## config.mk

```make
export PLATFORM = sky130hd
export DESIGN_NAME = ascon_perm_iter
export DESIGN_NICKNAME = d
export VERILOG_FILES = /design/src/rtl/ascon_pkg.sv /design/src/rtl/ascon_round.sv /design/src/rtl/ascon_perm_iter.sv
export SDC_FILE = /design/constraint.sdc
export NUM_CORES = 2
export LEC_CHECK = 0
export BUFFER_PORTS_ARGS = -buffer_cell sky130_fd_sc_hd__clkbuf_2
export CAP_MARGIN = 20
export CORE_MARGIN = 2
export CORE_UTILIZATION = 33
export DETAILED_ROUTE_END_ITERATION = 8
export GPL_ROUTABILITY_DRIVEN = 0
export REMOVE_ABC_BUFFERS = 1
export SKIP_CTS_REPAIR_TIMING = 1
export SYNTH_ARGS = -nofsm -noshare
export SYNTH_HDL_FRONTEND = slang
export SYNTH_SLANG_ARGS = --single-unit
```

## constraint.sdc

```tcl
create_clock -name clk -period 9.5 [get_ports clk]
set_input_delay 0.475 -clock clk [delete_from_list [all_inputs] [get_ports clk]]
set_output_delay 0.475 -clock clk [all_outputs]
set_load 0.05 [all_outputs]
```

## src/rtl/ascon_pkg.sv

```systemverilog
// ascon_pkg: types and helpers shared by the iterative Ascon permutation core.
//   ascon_state_t : 320-bit state as five 64-bit lanes, x0 in the MSBs.
//   ROUNDS_A/B    : round counts of p12 and p8.
//   round_const   : round constant for round index i (0..11).
//   rotr64        : 64-bit rotate right by a constant amount.
package ascon_pkg;

  typedef struct packed {
    logic [63:0] x0;
    logic [63:0] x1;
    logic [63:0] x2;
    logic [63:0] x3;
    logic [63:0] x4;
  } ascon_state_t;

  localparam int ROUNDS_A = 12;
  localparam int ROUNDS_B = 8;

  // Upper nibble counts down from 15 while the lower nibble counts up from 0.
  function automatic logic [7:0] round_const(input logic [3:0] i);
    logic [3:0] hi;
    hi = 4'd15 - i;
    return {hi, i};
  endfunction

  function automatic logic [63:0] rotr64(input logic [63:0] x, input int n);
    return (x >> n) | (x << (64 - n));
  endfunction

endpackage

```

## src/rtl/ascon_round.sv

```systemverilog
// ascon_round: one combinational Ascon round (pc, ps, pl).
//   state_i : input state
//   c_i     : round constant, XORed into x2[7:0]
//   state_o : state after the full round
module ascon_round
  import ascon_pkg::*;
(
  input  ascon_state_t state_i,
  input  logic [7:0]   c_i,
  output ascon_state_t state_o
);

  logic [63:0] a0, a1, a2, a3, a4;   // after constant addition
  logic [63:0] b0, b1, b2, b3, b4;   // s-box input mixing
  logic [63:0] t0, t1, t2, t3, t4;   // chi-like terms
  logic [63:0] c0, c1, c2, c3, c4;   // after nonlinear layer
  logic [63:0] d0, d1, d2, d3, d4;   // s-box output mixing

  // pc
  assign a0 = state_i.x0;
  assign a1 = state_i.x1;
  assign a2 = state_i.x2 ^ {56'd0, c_i};
  assign a3 = state_i.x3;
  assign a4 = state_i.x4;

  // ps, bit-sliced over all 64 columns at once
  assign b0 = a0 ^ a4;
  assign b1 = a1;
  assign b2 = a2 ^ a1;
  assign b3 = a3;
  assign b4 = a4 ^ a3;

  assign t0 = ~b0 & b1;
  assign t1 = ~b1 & b2;
  assign t2 = ~b2 & b3;
  assign t3 = ~b3 & b4;
  assign t4 = ~b4 & b0;

  assign c0 = b0 ^ t1;
  assign c1 = b1 ^ t2;
  assign c2 = b2 ^ t3;
  assign c3 = b3 ^ t4;
  assign c4 = b4 ^ t0;

  assign d0 = c0 ^ c4;
  assign d1 = c1 ^ c0;
  assign d2 = ~c2;
  assign d3 = c3 ^ c2;
  assign d4 = c4;

  // pl
  assign state_o.x0 = d0 ^ rotr64(d0, 19) ^ rotr64(d0, 28);
  assign state_o.x1 = d1 ^ rotr64(d1, 61) ^ rotr64(d1, 39);
  assign state_o.x2 = d2 ^ rotr64(d2, 1)  ^ rotr64(d2, 6);
  assign state_o.x3 = d3 ^ rotr64(d3, 10) ^ rotr64(d3, 17);
  assign state_o.x4 = d4 ^ rotr64(d4, 7)  ^ rotr64(d4, 41);

endmodule

```

## src/rtl/ascon_perm_iter.sv

```systemverilog
// ascon_perm_iter: iterative Ascon permutation, one round per clock.
//   clk, rst            : clock (rising edge), async active-high reset
//   in_valid/in_ready   : job handshake; in_nr (0 or >MAX_ROUNDS -> MAX_ROUNDS)
//   in_state            : 320-bit input state, x0 in [319:256]
//   out_valid/out_ready : result handshake; out_state holds while waiting
//   busy                : high while rounds are being applied (RUN)
module ascon_perm_iter
  import ascon_pkg::*;
#(
  parameter int MAX_ROUNDS = ROUNDS_A
) (
  input  logic         clk,
  input  logic         rst,
  input  logic         in_valid,
  output logic         in_ready,
  input  logic [3:0]   in_nr,
  input  logic [319:0] in_state,
  output logic         out_valid,
  input  logic         out_ready,
  output logic [319:0] out_state,
  output logic         busy
);

  localparam logic [1:0] ST_IDLE = 2'd0;
  localparam logic [1:0] ST_RUN  = 2'd1;
  localparam logic [1:0] ST_DONE = 2'd2;

  localparam logic [3:0] MAX_NR     = 4'(MAX_ROUNDS);
  localparam logic [3:0] IDX_END    = 4'(ROUNDS_A);
  localparam logic [3:0] IDX_PENULT = 4'(ROUNDS_A - 2);

  logic [1:0]   fsm_q, fsm_d;
  ascon_state_t state_q, state_d;
  logic [3:0]   idx_q, idx_d;
  logic         last_q, last_d;   // next RUN edge applies the final round

  logic [3:0]   nr_eff_s;
  logic [3:0]   i0_s;
  logic         accept_s;
  ascon_state_t rnd_in_s, rnd_out_s;
  logic [7:0]   rnd_c_s;

  assign nr_eff_s = ((in_nr == 4'd0) || (in_nr > MAX_NR)) ? MAX_NR : in_nr;
  assign i0_s     = IDX_END - nr_eff_s;

  // in_ready is forced low while rst is asserted so no job slips in during reset.
  assign in_ready = !rst && ((fsm_q == ST_IDLE) || ((fsm_q == ST_DONE) && out_ready));
  assign accept_s = in_valid && in_ready;

  // The single round instance runs either the fresh job or the stored state.
  assign rnd_in_s = accept_s ? ascon_state_t'(in_state) : state_q;
  assign rnd_c_s  = accept_s ? round_const(i0_s) : round_const(idx_q);

  ascon_round u_round (
    .state_i (rnd_in_s),
    .c_i     (rnd_c_s),
    .state_o (rnd_out_s)
  );

  // Next-state logic for the job FSM, state register and round index.
  always_comb begin
    fsm_d   = fsm_q;
    state_d = state_q;
    idx_d   = idx_q;
    last_d  = last_q;
    if (accept_s) begin
      state_d = rnd_out_s;
      idx_d   = i0_s + 4'd1;
      last_d  = (i0_s == IDX_PENULT);
      if (nr_eff_s == 4'd1) begin
        fsm_d = ST_DONE;
      end else begin
        fsm_d = ST_RUN;
      end
    end else begin
      case (fsm_q)
        ST_IDLE: begin
          fsm_d = ST_IDLE;
        end
        ST_RUN: begin
          state_d = rnd_out_s;
          idx_d   = idx_q + 4'd1;
          last_d  = (idx_q == IDX_PENULT);
          if (last_q) begin
            fsm_d = ST_DONE;
          end else begin
            fsm_d = ST_RUN;
          end
        end
        ST_DONE: begin
          if (out_ready) begin
            fsm_d = ST_IDLE;
          end else begin
            fsm_d = ST_DONE;
          end
        end
        default: begin
          fsm_d = ST_IDLE;
        end
      endcase
    end
  end

  // State registers with asynchronous reset.
  always_ff @(posedge clk or posedge rst) begin
    if (rst) begin
      fsm_q   <= ST_IDLE;
      state_q <= '0;
      idx_q   <= 4'd0;
      last_q  <= 1'b0;
    end else begin
      fsm_q   <= fsm_d;
      state_q <= state_d;
      idx_q   <= idx_d;
      last_q  <= last_d;
    end
  end

  assign out_valid = (fsm_q == ST_DONE);
  assign busy      = (fsm_q == ST_RUN);
  assign out_state = state_q;

endmodule

```

=== Word level (Yosys, flattened, before mapping) ===
Index checks and enable logic that the tools add are counted.

* Word-level logic and storage cells: 85
* Bits in registers: 327

* Reduce and logical (&&, ||, !) cells: 9
* Add/subtract/negate cells: 5
* Muxes and demuxes: 14
* Magnitude comparators: 1
* Bitwise operators: 43
* Eq/ne operators: 5

{| class="wikitable"
|+ Operators with widths
! cell !! count
|-
| $xor 64x64->64 || 21
|-
| $mux 320 || 3
|-
| $not 64->64 || 6
|-
| $and 64x64->64 || 5
|-
| $or 23x64->64 || 1
|-
| $or 25x64->64 || 1
|-
| $or 3x64->64 || 1
|-
| $or 36x64->64 || 1
|-
| $or 45x64->64 || 1
|-
| $or 47x64->64 || 1
|-
| $or 54x64->64 || 1
|-
| $or 57x64->64 || 1
|-
| $or 58x64->64 || 1
|-
| $or 63x64->64 || 1
|-
| $xor 64x8->64 || 1
|-
| $mux 4 || 3
|-
| $sub 4x4->4 const A || 3
|-
| $add 4x1->4 const B || 2
|-
| $eq 4x4->1 const B || 2
|-
| $mux 2 || 4
|-
| $mux 8 || 1
|-
| $eq 4x1->1 const B || 1
|-
| $gt 4x4->1 const B || 1
|-
| $logic_not 4->1 || 1
|-
| other kinds (9) || 13
|}

=== Logic depth before layout (Yosys ltp) ===
* Depth in word-level cells: 17
* Depth in mapped cells: 19
* Mapped depth without buffers: 13

=== Hierarchy ===
A second synthesis with hierarchy kept.

* Cell total of the unflattened synthesis: 3984
* Area, all modules: 32822.7 µm²

{| class="wikitable"
|+ By module, submodules not included
! module !! area each (µm²) !! seq. area each (µm²) !! times used !! cells an instance
|-
| ascon_perm_iter || 16492.1 || 8182.8 || 1 || 2450
|-
| ascon_round || 16330.7 || 0.0 || 1 || 1534
|}

=== Worst setup path before layout ===
OpenSTA, ideal clock, no wires.

* Path kind: reg-to-reg
* From: register fsm_q[0]
* To: register state_q, in the netlist out_state[97]
* Path slack: 5.262 ns
* Stages on the path, launching flop included: 19
* Clock period less this slack: 4.238 ns
* Data required time: 9.375 ns
* Buffers on the path: 6
* Data arrival time: 4.113 ns
* Cell sequence: dfrtp_1 inv_1 ha_1 a21oi_4 nor2_8 buf_6 buf_6 buf_6 buf_2 clkbuf_1 clkbuf_1 nand2_1 nand2_1 ha_1 xnor2_1 xor2_1 xnor2_1 xnor2_1 mux2_2

* Word-level cells in the longest chain between the ends: 16
* Elaborated cells on any way between the ends: 26
* Classes of those cells: eq/ne (2); mux (3); bitwise (15); reduce/logical (6)

{| class="wikitable"
|+ Ends and longest elaborated chain
! item !! RTL line !! text
|-
| start, declared || ascon_perm_iter.sv:32 || <nowiki>logic [1:0] fsm_q, fsm_d;</nowiki>
|-
| start signal, assigned || ascon_perm_iter.sv:112 || <nowiki>fsm_q <= fsm_d;</nowiki>
|-
| $eq 2x2->1 (*) || n/a ||
|-
| net out_valid || ascon_perm_iter.sv:18 || <nowiki>output logic out_valid,</nowiki>
|-
| $logic_and 1x1->1 (*) || ascon_perm_iter.sv:47 || <nowiki>assign in_ready = !rst && ((fsm_q == ST_IDLE) || ((fsm_q == ST_DONE) && out_ready));</nowiki>
|-
| $logic_or 1x1->1 (*) || ascon_perm_iter.sv:47 ||
|-
| $logic_and 1x1->1 (*) || ascon_perm_iter.sv:47 ||
|-
| $logic_and 1x1->1 (*) || ascon_perm_iter.sv:48 || <nowiki>assign accept_s = in_valid && in_ready;</nowiki>
|-
| $mux 320 || ascon_perm_iter.sv:51 || <nowiki>assign rnd_in_s = accept_s ? ascon_state_t'(in_state) : state_q;</nowiki>
|-
| $xor 64x64->64 || ascon_round.sv:31 || <nowiki>assign b4 = a4 ^ a3;</nowiki>
|-
| $not 64->64 || ascon_round.sv:37 || <nowiki>assign t4 = ~b4 & b0;</nowiki>
|-
| $and 64x64->64 || ascon_round.sv:37 ||
|-
| $xor 64x64->64 || ascon_round.sv:42 || <nowiki>assign c3 = b3 ^ t4;</nowiki>
|-
| $xor 64x64->64 || ascon_round.sv:48 || <nowiki>assign d3 = c3 ^ c2;</nowiki>
|-
| $or 54x64->64 || ascon_pkg.sv:27 || <nowiki>return (x >> n) | (x << (64 - n));</nowiki>
|-
| $xor 64x64->64 (2 in a row) || ascon_round.sv:55 || <nowiki>assign state_o.x3 = d3 ^ rotr64(d3, 10) ^ rotr64(d3, 17);</nowiki>
|-
| $mux 320 || ascon_perm_iter.sv:76 || <nowiki>case (fsm_q)</nowiki>
|-
| $mux 320 || ascon_perm_iter.sv:66 || <nowiki>if (accept_s) begin</nowiki>
|-
| end signal, assigned || ascon_perm_iter.sv:113 || <nowiki>state_q <= state_d;</nowiki>
|-
| end, declared || ascon_perm_iter.sv:33 || <nowiki>ascon_state_t state_q, state_d;</nowiki>
|}

The timed path passes the listed nets; every way through them passes the cells marked *. The select of a mux whose other input is x is not followed.
A chain may end at the register's enable or synchronous reset.

=== Worst setup path in the final report ===
* From: register fsm_q[0]
* To: register state_q, in the netlist out_state[88]

* Word-level cells in the longest chain between the ends: 16
* Elaborated cells on any way between the ends: 26
* Classes of those cells: eq/ne (2); mux (3); bitwise (15); reduce/logical (6)

{| class="wikitable"
|+ Ends and longest elaborated chain
! item !! RTL line
|-
| $eq 2x2->1 || ascon_perm_iter.sv:47
|-
| $logic_and 1x1->1 || ascon_perm_iter.sv:47
|-
| $logic_or 1x1->1 || ascon_perm_iter.sv:47
|-
| $logic_and 1x1->1 || ascon_perm_iter.sv:47
|-
| $logic_and 1x1->1 || ascon_perm_iter.sv:48
|-
| $mux 320 || ascon_perm_iter.sv:51
|-
| $xor 64x64->64 || ascon_round.sv:31
|-
| $not 64->64 || ascon_round.sv:37
|-
| $and 64x64->64 || ascon_round.sv:37
|-
| $xor 64x64->64 || ascon_round.sv:42
|-
| $xor 64x64->64 || ascon_round.sv:48
|-
| $or 54x64->64 || ascon_pkg.sv:27
|-
| $xor 64x64->64 (2 in a row) || ascon_round.sv:55
|-
| $mux 320 || ascon_perm_iter.sv:76
|-
| $mux 320 || ascon_perm_iter.sv:66
|}

Several ways; a longest one is shown, not always the timed one. The select of a mux whose other input is x is not followed.

==> flow_metrics.py <==
metrics = {
    "yosys": {
        "yosys.area_share.simple_pct": 13.0,
        "synth_top_cell_by_area": "dfrtp_1",
        "synth-compound-area-share_pct": 12.1,
        "synthXorXnorAreaFrac_pct": 33.3,
        "async_reset_ff_share_pct": 100,
        "synth_top_family_by_area": "XOR/XNOR gates",
        "synth.area.mux_share_pct": 8.28,
        "netlist_area_sq_um": 34900,
        "syn_area_per_cell_sq_um": 8.56,
        "synth_edf_count": 0,
        "ys.flop_type": "dfrtp_1",
        "synthCells": 4072,
        "ys_seq_area_share_pct": 23.5,
        "yosys.cell_types.count": 56,
        "synth_fa_ha_area_share_pct": 6.05,
        "synth_seq_cells": 327,
        "synth_top_area_share_pct": 23.5,
        "synthTopCellsByArea": "dfrtp_1, xnor2_1, mux2i_1, nand2_1, xor2_1",
        "yosys_warnings": 0,
    },
    "placed_design": {
        "portBuffers": 650,
        "post-place-cells": 6001,
        "dpl-instance-area_sq_um": 39600,
        "post-dp-hpwl_microns": 147000,
    },
    "layout": {
        "final_common_cell": "xnor2_1",
        "nNetsFinal": 5122,
        "drive_gt1_share_pct": 19.1,
        "fin_area_sq_um": 41100,
        "most-common-layout-cells": "xnor2_1, clkbuf_2, nand2_1, o21ai_0, dfrtp_1",
        "multi_input_area_sq_um": 25400,
        "regArea_sq_um": 8180,
        "stdcell_count": 6103,
        "fill_cells": 10900,
        "area_growth_syn_to_layout_pct": 18.0,
    },
    "sta": {
        "rsz0062_at_grt": "false",
        "period_share_pct": 51.9,
        "skew_ps": 33.3,
        "hold_viol_final": 0,
        "period_minus_slack_ps": 4940,
        "worst_pin_slew_ps": 1360,
        "finalSetupViolCount": 0,
        "slew_violations": 0,
        "relSlewSlack_pct": 8.89,
        "fmax_mhz": 203,
    },
    "route": {
        "wl_met1_microns": 68200,
        "antenna_left": 0,
        "wl_met3_microns": 20100,
        "vias": 33600,
        "via_per_inst": 5.51,
        "firstDrtPassIters": 6,
        "initialDrtViolationCount": 3911,
        "wl_microns": 179000,
        "route.detailed.drc": 0,
        "met2WireLength_microns": 77100,
        "routedWlPerCell_microns": 29.4,
        "top_layer_used": "met5",
    },
    "critical_path": {
        "critPathArrivalTime_ps": 5380,
        "reg2reg_slack_ps": 4560,
        "crit_path_start_kind": "flop",
        "path_class": "reg2reg",
        "end_kind": "flop",
        "cp_max_fo": 64,
        "worstPathRequired_ps": 9950,
    },
    "cts": {
        "clock_path_buffers": 3,
        "clk_latency_ps": 600,
        "cts.htree.levels": 2,
        "cts_tree": "built",
        "path_clk_slew_ps": 60,
        "cts_sinks": 327,
        "cts_inserted_buffers": 43,
        "clock_tree.root_cell": "clkbuf_16",
    },
    "die": {
        "initial_core_util_pct": 33.2,
        "io_pins": 651,
        "die_width_microns": 329,
        "coreArea_sq_um": 105000,
        "die_h_microns": 329,
        "die_area_sq_um": 108000,
        "row_count": 119,
    },
    "global_routing": {
        "grt_max_degree": 211,
        "grt.total_usage_pct": 32.0,
        "grt_overflow": 0,
        "grt_pass1_wl_microns": 246000,
        "antenna_found_initial": 36,
        "grt_pass1_vias": 31800,
    },
    "min_path": {
        "min_path_type": "in2async",
    },
    "flow_run": {
        "cap_violations": 0,
    },
    "run_status": {
        "status": "finished clean",
    },
}
## logic make-up (layout without fill, tap and decap cells)
group / Yosys count / count (layout)
AND/OR/NAND/NOR: 1079 / 1079
other: 0 / 22
flip-flops: 327 / 327
multiplexers: 281 / 281
buffers and inverters: 289 / 907
AO/OA/AOI/OAI: 758 / 758
XOR/XNOR: 1161 / 1161
adder cells (fa/ha/maj): 177 / 177
## Yosys cell counts (all sizes together), types with 64 or more instances
library cell,number
clkbuf,89
xnor3,65
xor2,235
o21ai,412
dfrtp,327
inv,109
and2,64
xnor2,850
nor2,279
nand2,570
buf,91
nand3,89
a21oi,232
ha,135
mux2i,248
## through the flow
step	hold WS, ps	TNS [ps]	util (%)	setup slack, ps
6_report	38.9	0	39.1	4560
5_1_grt	107	0	39.1	4470
4_1_cts	112	0	39.1	4700
3_5_place_dp	535	0	37.6	4570
3_3_place_gp	520	0	37.6	4250
2_1_floorplan	451	-1703530	-	-6460
## metal layers
metal  global-route usage (%)  vias to the layer above
li1                         -                    14800
met3                     8.70                      493
met2                     48.6                     1997
met5                        0                        -
met4                     21.1                       36
met1                     39.8                    16200
## final cells by class
class	count	area share (%)
clock buffers	62	3.08
repair buffers	722	9.35
well taps	1391	4.23
flip-flops and latches	327	19.9
inverters	109	1.01
multi-input cells	3456	61.8
clock inverters	14	0.538
diodes	22	0.134
## state kept, by name (all words and copies together) (netlist names)
name and cells:
out_state 320, idx_q 4, last_q 1, fsm_q 2
## worst max-delay path, stage by stage (launching register included)
cell and delay [ps]:
dfrtp_1 380, inv_1 80, ha_1 270, a21o_4 230, buf_4 620, buf_4 520
and3_1 250, nor2_1 60, ha_1 290, xnor2_1 1000, xnor2_1 400, xnor2_1 320
xnor2_1 140, o21ai_0 90
## path summary, 6_finish.rpt
path                                 from              to  depth (start not counted)
hold / removal                        rst  out_state[223]                          2
setup reg to reg                 fsm_q[0]   out_state[88]                         13
max in group asynchronous             rst   out_state[27]                          4
setup / recovery                 fsm_q[0]   out_state[88]                         13
hold reg to reg            out_state[248]  out_state[248]                          1
min in group clk                out_ready        fsm_q[1]                          4
Power is left out: the tool's default activity adds up to more than one toggle a clock period on the data nets, which glitch-free logic cannot reach.
